`src/rtl/audio_dac_i2s_tx.sv`:
```
// I2S playback serializer: Avalon-side frame FIFO feeding DACDAT, timed by codec-mastered BCLK/DACLRCK.
// Optional DAC_HOLD_LAST_EN: an underrun retransmits the last popped frame instead of silence.
module audio_dac_i2s_tx #(
  parameter int unsigned DATA_WIDTH = 16,
  parameter int unsigned FIFO_DEPTH = 4
) (
  input  logic                          clk_clk,
  input  logic                          reset_reset_n,
  input  logic                          aud_bclk,
  input  logic                          aud_daclrck,
  output logic                          aud_dacdat,
  input  logic                          enable,
  input  logic                          snd_valid,
  output logic                          snd_ready,
  input  logic [DATA_WIDTH-1:0]         snd_left,
  input  logic [DATA_WIDTH-1:0]         snd_right,
  output logic [$clog2(FIFO_DEPTH):0]   fifo_level,
  output logic                          underrun
);

  localparam int unsigned ADDR_W  = $clog2(FIFO_DEPTH);
  localparam int unsigned LEVEL_W = ADDR_W + 1;

  typedef struct packed {
    logic [DATA_WIDTH-1:0] left;
    logic [DATA_WIDTH-1:0] right;
  } frame_t;

  typedef enum logic [1:0] {
    IDLE  = 2'd0,
    ALIGN = 2'd1,
    RUN   = 2'd2
  } state_t;

  state_t state;
  state_t state_next;

  logic [1:0] bclk_sync;
  logic [1:0] lrck_sync;
  logic       bclk_d;
  logic       lrck_d;
  logic       bclk_fall_c;
  logic       lrck_fall_c;
  logic       lrck_rise_c;

  logic       frame_start_c;
  logic       right_load_c;
  logic       shift_c;

  frame_t              mem [0:FIFO_DEPTH-1];
  logic [ADDR_W-1:0]   wr_ptr;
  logic [ADDR_W-1:0]   rd_ptr;
  logic                push_c;
  logic                pop_c;
  logic [LEVEL_W-1:0]  level_next_c;
  frame_t              frame_in_c;
  frame_t              head_c;
  frame_t              fill_c;

  logic [DATA_WIDTH-1:0] shreg;
  logic [DATA_WIDTH-1:0] hold;

  // Two-flop synchronizers plus one edge-detect stage for both codec clocks
  always_ff @(posedge clk_clk or negedge reset_reset_n) begin
    if (!reset_reset_n) begin
      bclk_sync <= 2'b00;
      lrck_sync <= 2'b00;
      bclk_d    <= 1'b0;
      lrck_d    <= 1'b0;
    end else begin
      bclk_sync <= {bclk_sync[0], aud_bclk};
      lrck_sync <= {lrck_sync[0], aud_daclrck};
      bclk_d    <= bclk_sync[1];
      lrck_d    <= lrck_sync[1];
    end
  end

  assign bclk_fall_c = bclk_d & ~bclk_sync[1];
  assign lrck_fall_c = lrck_d & ~lrck_sync[1];
  assign lrck_rise_c = ~lrck_d & lrck_sync[1];

  always_ff @(posedge clk_clk or negedge reset_reset_n) begin
    if (!reset_reset_n) begin
      state <= IDLE;
    end else begin
      state <= state_next;
    end
  end

  // Word loads outrank a coincident BCLK fall, so the MSB leaves one BCLK after the LRCK edge
  always_comb begin
    state_next    = state;
    frame_start_c = 1'b0;
    right_load_c  = 1'b0;
    shift_c       = 1'b0;
    if (!enable) begin
      state_next = IDLE;
    end else begin
      case (state)
        IDLE: begin
          state_next = ALIGN;
        end
        ALIGN: begin
          if (lrck_fall_c) begin
            state_next    = RUN;
            frame_start_c = 1'b1;
          end
        end
        RUN: begin
          if (lrck_fall_c) begin
            frame_start_c = 1'b1;
          end else if (lrck_rise_c) begin
            right_load_c = 1'b1;
          end else if (bclk_fall_c) begin
            shift_c = 1'b1;
          end
        end
        default: begin
          state_next = IDLE;
        end
      endcase
    end
  end

  assign frame_in_c   = '{left: snd_left, right: snd_right};
  assign head_c       = mem[rd_ptr];
  assign push_c       = snd_valid & snd_ready;
  assign pop_c        = frame_start_c & (fifo_level != '0);
  assign level_next_c = fifo_level + LEVEL_W'(push_c) - LEVEL_W'(pop_c);

  // Frame storage; no reset needed since pointers define validity
  always_ff @(posedge clk_clk) begin
    if (push_c) begin
      mem[wr_ptr] <= frame_in_c;
    end
  end

  always_ff @(posedge clk_clk or negedge reset_reset_n) begin
    if (!reset_reset_n) begin
      wr_ptr     <= '0;
      rd_ptr     <= '0;
      fifo_level <= '0;
      snd_ready  <= 1'b0;
    end else begin
      if (push_c) begin
        wr_ptr <= wr_ptr + ADDR_W'(1);
      end
      if (pop_c) begin
        rd_ptr <= rd_ptr + ADDR_W'(1);
      end
      fifo_level <= level_next_c;
      snd_ready  <= (level_next_c != LEVEL_W'(FIFO_DEPTH));
    end
  end

`ifdef DAC_HOLD_LAST_EN
  frame_t last_frame;

  always_ff @(posedge clk_clk or negedge reset_reset_n) begin
    if (!reset_reset_n) begin
      last_frame <= '0;
    end else if (pop_c) begin
      last_frame <= head_c;
    end
  end

  assign fill_c = last_frame;
`else
  assign fill_c = '0;
`endif

  // Serializer: left word loaded at frame start, right word parked in hold until LRCK rises
  always_ff @(posedge clk_clk or negedge reset_reset_n) begin
    if (!reset_reset_n) begin
      shreg      <= '0;
      hold       <= '0;
      aud_dacdat <= 1'b0;
      underrun   <= 1'b0;
    end else begin
      underrun <= 1'b0;
      if (!enable) begin
        shreg      <= '0;
        hold       <= '0;
        aud_dacdat <= 1'b0;
      end else if (frame_start_c) begin
        shreg    <= pop_c ? head_c.left  : fill_c.left;
        hold     <= pop_c ? head_c.right : fill_c.right;
        underrun <= ~pop_c;
      end else if (right_load_c) begin
        shreg <= hold;
      end else if (shift_c) begin
        aud_dacdat <= shreg[DATA_WIDTH-1];
        shreg      <= {shreg[DATA_WIDTH-2:0], 1'b0};
      end
    end
  end

endmodule

```
`config.mk`:
```
export PLATFORM = sky130hd
export DESIGN_NAME = audio_dac_i2s_tx
export DESIGN_NICKNAME = d
export VERILOG_FILES = /design/src/rtl/audio_dac_i2s_tx.sv
export SDC_FILE = /design/constraint.sdc
export NUM_CORES = 1
export LEC_CHECK = 0
export CORE_ASPECT_RATIO = 2
export CORE_MARGIN = 10
export CORE_UTILIZATION = 59
export CTS_CLUSTER_DIAMETER = 120
export DETAILED_ROUTE_END_ITERATION = 16
export PLACE_DENSITY_LB_ADDON = 0.08
export SYNTH_ARGS = -nofsm -noshare
export SYNTH_HDL_FRONTEND = slang
export SYNTH_SLANG_ARGS = --single-unit
```
`constraint.sdc`:
```
create_clock -name clk_clk -period 3.1 [get_ports clk_clk]
set_input_delay 0.62 -clock clk_clk [delete_from_list [all_inputs] [get_ports clk_clk]]
set_output_delay 0.62 -clock clk_clk [all_outputs]
set_load 0.02 [all_outputs]
```
==> results of run 1 <==
-- metrics by stage --
| stage | setup slack, ps | power, µW |
|---|---|---|
| after floorplan | 376 | 4300 |
| after global placement | 459 | 4830 |
| after detailed placement | 409 | 4880 |
| after CTS | 701 | 6980 |
| after global routing | 587 | 7200 |
| final | 707 | 6880 |
-- flip-flops by register name, summed over array words and instances, names as in the netlist --
signal / cells
bclk_d: 1
underrun: 1
lrck_d: 1
state: 2
wr_ptr: 2
lrck_sync: 2
shreg: 16
snd_ready: 1
aud_dacdat: 1
mem: 128
fifo_level: 3
bclk_sync: 2
hold: 16
rd_ptr: 2
-- layout make-up --
type | count | area, µm²
multi-input combinational | 142 | 1730
fill | 782 | 3450
tap | 145 | 181
clock inverter | 12 | 148
clock buffer | 20 | 437
sequential | 178 | 5100
timing repair buffer | 58 | 563
inverter | 7 | 26.3
-- critical path, delay by kind of cell, from the launching register on --
kind                       cells  cell delay [ps]
AOI/OAI and AO/OA              1              120
adders and majority gates      4             1160
buffers and inverters          2              130
DFF                            1              380
xor gates and xnor gates       1              220
and+or+nand+nor                2              260
-- logic make-up after synthesis --
family | Yosys count | share of synthesized area
simple gates | 24 | 0.0269
compound gates | 51 | 0.0634
buf+inv | 27 | 0.0226
mux | 51 | 0.131
fa+ha+maj | 11 | 0.0208
xor+xnor | 5 | 0.00627
flops | 178 | 0.729
-- how the worst max path moves through the flow --
stage	startpoint	endpoint	slack (ps)	cells after the start
after floorplan	enable	snd_ready	380	12
after global placement	enable	snd_ready	460	9
after detailed placement	enable	snd_ready	410	9
after CTS	state[0]	snd_ready	700	10
after global routing	state[0]	snd_ready	590	10
final	state[0]	snd_ready	710	10
-- cells in the mapped netlist --
cell	instances
sky130_fd_sc_hd__xor2_1	2
sky130_fd_sc_hd__nor3b_4	1
sky130_fd_sc_hd__nor4b_1	1
sky130_fd_sc_hd__clkbuf_1	4
sky130_fd_sc_hd__and2b_1	1
sky130_fd_sc_hd__ha_1	10
sky130_fd_sc_hd__dfrtp_1	50
sky130_fd_sc_hd__and4b_1	2
sky130_fd_sc_hd__nor2b_1	3
sky130_fd_sc_hd__and3b_1	1
sky130_fd_sc_hd__inv_1	7
sky130_fd_sc_hd__buf_2	6
sky130_fd_sc_hd__fa_1	1
sky130_fd_sc_hd__o31a_1	1
sky130_fd_sc_hd__buf_4	7
sky130_fd_sc_hd__nor2_1	1
sky130_fd_sc_hd__mux2_2	1
sky130_fd_sc_hd__xnor2_1	3
sky130_fd_sc_hd__nor2b_2	2
sky130_fd_sc_hd__edfxtp_1	128
sky130_fd_sc_hd__mux2i_1	18
sky130_fd_sc_hd__nand4b_2	1
sky130_fd_sc_hd__mux4_2	32
sky130_fd_sc_hd__a22o_1	31
sky130_fd_sc_hd__and3_1	4
sky130_fd_sc_hd__o2bb2ai_1	16
sky130_fd_sc_hd__o31a_2	1
sky130_fd_sc_hd__nor4_4	1
sky130_fd_sc_hd__buf_6	3
sky130_fd_sc_hd__a21oi_1	1
sky130_fd_sc_hd__nand2_1	6
sky130_fd_sc_hd__o21a_1	1
-- metal layers --
metal  vias to the layer above  global-route usage  routed length [µm]
met3                        10              0.0379                 346
li1                       1520                   -                   -
met1                      1804               0.172                4590
met5                         -                   0                   0
met2                        55               0.298                7790
met4                         0              0.0575                 161
-- power breakdown --
part	internal [µW]	total, µW	leakage (µW)	switching (µW)
clock	1210	2100	0.000284	888
combinational	762	1540	0.000957	781
sequential	3010	3250	0.00183	231
==> Implementation_results.wiki, run 1 <==
{| class="wikitable"
! Metric !! Value
|-
| Result of the run || finished, final reports clean
|-
| Non-filler cells, final || approximately 560
|-
| Clock slew at the register clock pins of the worst setup and hold paths || 60 ps
|-
| Die Wd || 96.9 µm
|-
| Slew Limit Headroom || 0.488
|-
| Arrival time at the worst endpoint || between 2000 and 3000 ps
|-
| Endpoint type of the worst setup path || flop
|-
| Total overflow reported by the global router || 0
|-
| Pre-antenna DRT Iters || 4
|-
| Clock tree from TritonCTS || yes
|-
| Net count, final || approximately 450
|-
| Clock skew || ~12 ps
|-
| Largest cells by area after synthesis || sky130_fd_sc_hd__edfxtp_1, sky130_fd_sc_hd__dfrtp_1, sky130_fd_sc_hd__mux4_2, sky130_fd_sc_hd__a22o_1, sky130_fd_sc_hd__mux2i_1
|-
| Tot GR Track Use || 0.161
|-
| Post-route standard cell area excluding fillers || ~8000 µm²
|-
| Last weighted congestion value of the routability-driven placer || around 0.8
|-
| Via density || about 6.0
|-
| Synthesized netlist net count || about 400
|-
| Critical Path Max Stage Delay || about 400 ps
|-
| Yosys top cell by area || sky130_fd_sc_hd__edfxtp_1
|-
| Critical path class || flop to flop
|-
| Largest net degree at the start of global routing || 35
|-
| Height of the die || between 150 and 200 µm
|-
| Final routed wire length divided by cell count || about 23 µm
|-
| Cells on worst reg2reg path || 10
|-
| Period Utilization, post-route || 0.772
|-
| Post-detailed-route count of antenna-violating nets || 0
|-
| Number of max-slew violations in the final report || 0
|-
| Placed cell area || 7600 µm²
|-
| Buffers on Ports || 43
|-
| Final number of hold-violating endpoints || 0
|-
| Antenna violations before repair || 0
|-
| Distinct cell type count after synthesis || 32
|-
| Initial Utilization || 0.600
|-
| Hold-fix buffer count after cts || 0
|-
| Starting DRC count in detailed routing || approximately 210
|-
| Path type of the worst min-delay path || input port to asynchronous set/reset pin
|-
| Share of the yosys chip area belonging to registers || 0.729
|-
| Clock Latency Late Sink || around 420 ps
|-
| FF-to-FF Start || state[0]
|-
| Worst endpoint required time || approximately 3400 ps
|-
| Die area || 16900 µm²
|-
| TritonCTS Buffers || 17
|-
| Ratio of cells with drive above 1 in the final layout || 0.204
|-
| Overall via count from detail_route || about 3400
|-
| Pwr per Cell Area || approximately 840 nW/µm²
|-
| Number of buffers on the longest clock path || 2
|-
| Cell area after synthesis || between 6000 and 7000 µm²
|-
| Capture point of the worst reg-to-reg path || snd_ready
|-
| First-pass GRT wire length || roughly 21000 µm
|-
| Placeable core area || between 10000 and 15000 µm²
|-
| Synth Area per Inst || 20.1 µm²
|-
| Transition time of the tightest slew-check pin || around 770 ps
|-
| Leading cell types in the layout, fill and taps excluded || sky130_fd_sc_hd__edfxtp_1, sky130_fd_sc_hd__dfrtp_1, sky130_fd_sc_hd__clkdlybuf4s50_1
|-
| Most frequent cell on the critical path || sky130_fd_sc_hd__ha_1
|-
| HPWL after detailed placement || approximately 8400 µm
|-
| Via count of the first global-routing pass || 3731
|-
| Ordered cell list for the critical path || inv_1 -> ha_1 -> and4b_1 -> o31a_1 -> ha_1 -> inv_1 -> ha_1 -> fa_1 -> xnor2_1 -> nand2_1
|-
| Seq cells post-synth || roughly 180
|-
| Final hold slack || approximately 270 ps
|-
| Static power due to leakage || roughly 0.0031 µW
|-
| # Max-Cap Violations || 0
|-
| Achievable clock frequency || 418 MHz
|-
| Cells after DPL || 530
|-
| # resized after CTS || 0
|-
| Post-synth top area share || 0.550
|-
| Most common library cell in the layout ignoring fill and taps || sky130_fd_sc_hd__edfxtp_1
|-
| Buffer count from post-CTS setup fixing || 0
|-
| Area Growth Syn to Fin || 17.2%
|-
| Maximum ir drop on the vdd rail || 0.000552 V
|-
| Unrepaired setup endpoints after global routing || no
|-
| Root buffer cell || sky130_fd_sc_hd__clkbuf_16
|-
| Drc violations || 0
|-
| Setup_tns || 0 ps
|-
| Sort of element at the start of the critical path || flop
|-
| Largest fanout on the critical path || 3
|-
| Cell Rows || 56
|-
| Period minus WS final || 2390 ps
|-
| Num ports || 44
|-
| Synth Warn # || 0
|-
| Final setup fails || 0
|-
| Flop2flop setup slack || 710 ps
|-
| Sink count of the clock tree || 178
|-
| Final core occ || 0.704
|-
| Htree depth || 4
|-
| Master of the slowest instance on the critical path || sky130_fd_sc_hd__fa_1
|-
| Gate count after technology mapping || between 300 and 400
|-
| Number of antenna cells inserted || 0
|-
| WL final || about 13000 µm
|}
Power figures use the tool's default switching activity.
==> inputs of run 2 (changes only) <==
Clock period 3.1 ns to 2.26 ns, I/O delays scaled along.
==> run 2 against run 1 <==
Against the previous run:
- non-clock buffer count rose by 12
- critical path depth did not move
- first-iteration DRC count fell by 6.3%
- cell count rose by 2.1%
- wire length rose by 0.18%
- clock power rose by 34%
- global-route usage barely moved
- register-to-register slack got worse by 690 ps
- maximum frequency rose by 6.8%
- sequential cell count did not move
==> Implementation_results.wiki, run 2 (synthesized netlist as in run 1, its figures left out) <==
{| class="wikitable"
! Metric !! Value
|-
| Result of the run || finished, final reports clean
|-
| Final hold slack || 119 ps
|-
| Switching Power || between 2000 and 3000 µW
|-
| Clock tree from TritonCTS || yes
|-
| HPWL after detailed placement || between 8000 and 9000 µm
|-
| Arrival time at the worst endpoint || about 2600 ps
|-
| Placed cell area || 7730 µm²
|-
| Endpoint type of the worst setup path || flop
|-
| Largest register by flop count || mem
|-
| Detailed-routed wire length on met3 || about 320 µm
|-
| Clock skew || about 15 ps
|-
| Internal portion of total power || 6850 µW
|-
| Final core occ || 0.721
|-
| Number of flip-flops in the largest register || 128
|-
| Htree depth || 4
|-
| Die Wd || 96.9 µm
|-
| Post-detailed-route count of antenna-violating nets || 0
|-
| Sink count of the clock tree || approximately 180
|-
| Cells after DPL || approximately 530
|-
| Num ports || 44
|-
| Final setup fails || 0
|-
| Cells on worst reg2reg path || 10
|-
| Root buffer cell || sky130_fd_sc_hd__clkbuf_16
|-
| Leading cell types in the layout, fill and taps excluded || sky130_fd_sc_hd__edfxtp_1, sky130_fd_sc_hd__dfrtp_1, sky130_fd_sc_hd__clkdlybuf4s50_1
|-
| Worst endpoint required time || 2560 ps
|-
| Portion of total power attributed to the clock network || 0.292
|-
| Ratio of cells with drive above 1 in the final layout || 0.256
|-
| Clock Latency Late Sink || just over 400 ps
|-
| Largest registers || mem: 128 flops, hold: 16 flops, shreg: 16 flops
|-
| Via count of the first global-routing pass || 3791
|-
| Non-filler cells, final || 574
|-
| Power share of the sequential group || 0.458
|-
| Critical path class || flop to flop
|-
| Die area || 16900 µm²
|-
| Largest fanout on the critical path || 3
|-
| Largest net degree at the start of global routing || 37
|-
| Most common library cell in the layout ignoring fill and taps || sky130_fd_sc_hd__edfxtp_1
|-
| Top layer reached by signal wires || met4
|-
| Last weighted congestion value of the routability-driven placer || between 0.7 and 0.8
|-
| Clock slew at the register clock pins of the worst setup and hold paths || 70 ps
|-
| Initial Utilization || 0.600
|-
| Cell Rows || between 50 and 60
|-
| Post-route standard cell area excluding fillers || 8380 µm²
|-
| Final number of hold-violating endpoints || 0
|-
| First-pass GRT wire length || between 20000 and 25000 µm
|-
| Slew Limit Headroom || 0.458
|-
| Period minus WS final || between 2000 and 2500 ps
|-
| Transition time of the tightest slew-check pin || 813 ps
|-
| Sort of element at the start of the critical path || flop
|-
| Number of antenna cells inserted || 0
|-
| Tot GR Track Use || 0.161
|-
| Area Growth Syn to Fin || 20.0%
|-
| Number of buffers on the longest clock path || 2
|-
| Total overflow reported by the global router || 0
|-
| Pwr per Cell Area || 1150 nW/µm²
|-
| Pre-antenna DRT Iters || 4
|-
| Path type of the worst min-delay path || input port to asynchronous set/reset pin
|-
| Proportion of total power due to net switching || 0.289
|-
| Overall via count from detail_route || 3417
|-
| TritonCTS Buffers || 17
|-
| Buffers on Ports || 43
|-
| Antenna violations before repair || 0
|-
| Maximum ir drop on the vdd rail || 0.000848 V
|-
| Combinational share of power || 0.250
|-
| WL final || between 10000 and 15000 µm
|-
| Achievable clock frequency || 446 MHz
|-
| Via density || between 5 and 6
|-
| Met1 routed wirelength after detailed routing || ~4700 µm
|-
| Total length of routed met2 wires || roughly 7600 µm
|-
| Number of max-slew violations in the final report || 0
|-
| Placeable core area || 11600 µm²
|-
| Hold-fix buffer count after cts || 0
|-
| Net count, final || around 470
|-
| # Max-Cap Violations || 0
|-
| Drc violations || 0
|-
| Starting DRC count in detailed routing || around 190
|-
| Static power due to leakage || ~0.0032 µW
|-
| Period Utilization, post-route || 0.992
|-
| Unrepaired setup endpoints after global routing || yes
|-
| Final routed wire length divided by cell count || 22.5 µm
|-
| Height of the die || around 170 µm
|}
run 2: cell count changes in the layout (fill, tap and decap cells not counted), sizes merged:
cell / previous run / this run
clkbuf: 20 / 17
buf: 16 / 28
inv: 13 / 17
bufinv: 2 / 0
clkinv: 3 / 4
run 2: final timing paths:
kind | slack [ps] | from | to
worst max register to register | 20 | state[0] | snd_ready
worst min-delay path | 120 | reset_reset_n | fifo_level[2]
min in group clk_clk | 350 | bclk_sync[0] | bclk_sync[1]
worst min register to register | 350 | bclk_sync[0] | bclk_sync[1]
worst max-delay path | 20 | state[0] | snd_ready
max in group asynchronous | 1480 | reset_reset_n | rd_ptr[0]
run 2: per-layer routing:
layer | global-route usage | vias to the layer above
met3 | 0.0291 | 18
met1 | 0.169 | 1788
met4 | 0.0655 | 0
met2 | 0.305 | 65
li1 | - | 1546
met5 | 0 | -
run 2: timing repair:
| action | CTS | global route |
|---|---|---|
| setup buffers | 3 | 6 |
| pin swaps | 0 | 0 |
| endpoints found under the setup margin | 1 | 1 |
| gates resized for setup | 0 | 2 |
run 2: final cells by class:
class / count / area (µm²)
tap: 145 / 181
inverter: 7 / 26.3
clock buffer: 17 / 425
fill: 745 / 3250
clock inverter: 15 / 156
timing repair buffer: 70 / 716
sequential: 178 / 5100
multi-input combinational: 142 / 1780
run 2: worst max-delay path, stage by stage (launching register included):
cell and delay, ps:
sky130_fd_sc_hd__dfrtp_1 370, sky130_fd_sc_hd__inv_2 70, sky130_fd_sc_hd__ha_4 260, sky130_fd_sc_hd__and4b_2 250
sky130_fd_sc_hd__o31a_1 210, sky130_fd_sc_hd__ha_4 220, sky130_fd_sc_hd__inv_2 60, sky130_fd_sc_hd__ha_4 120
sky130_fd_sc_hd__fa_2 440, sky130_fd_sc_hd__nor2_2 90, sky130_fd_sc_hd__nand2_1 60
run 2: stage by stage:
step,setup WS (ps),power [µW],TNS (ps)
finish,18.4,9630,0
global route,-59.7,10100,-59.7
CTS,0.489,9730,0
detailed placement,-276,6870,-481
global placement,-232,6780,-406
floorplan,-154,5980,-311
run 2: power by group through the flow:
stage | Combinational (µW) | Sequential (µW) | Clock, µW
CTS | 2430 | 4420 | 2880
global placement | 2340 | 4450 | 0
floorplan | 1590 | 4390 | 0
finish | 2410 | 4410 | 2810
global route | 2600 | 4460 | 3010
detailed placement | 2400 | 4480 | 0
==> inputs of run 3 (changes only) <==
Settings changed: GPL_ROUTABILITY_DRIVEN from default to 1.
==> results of run 3 <==
Same layout as run 2: the final DEF is identical, and so are final timing and power.
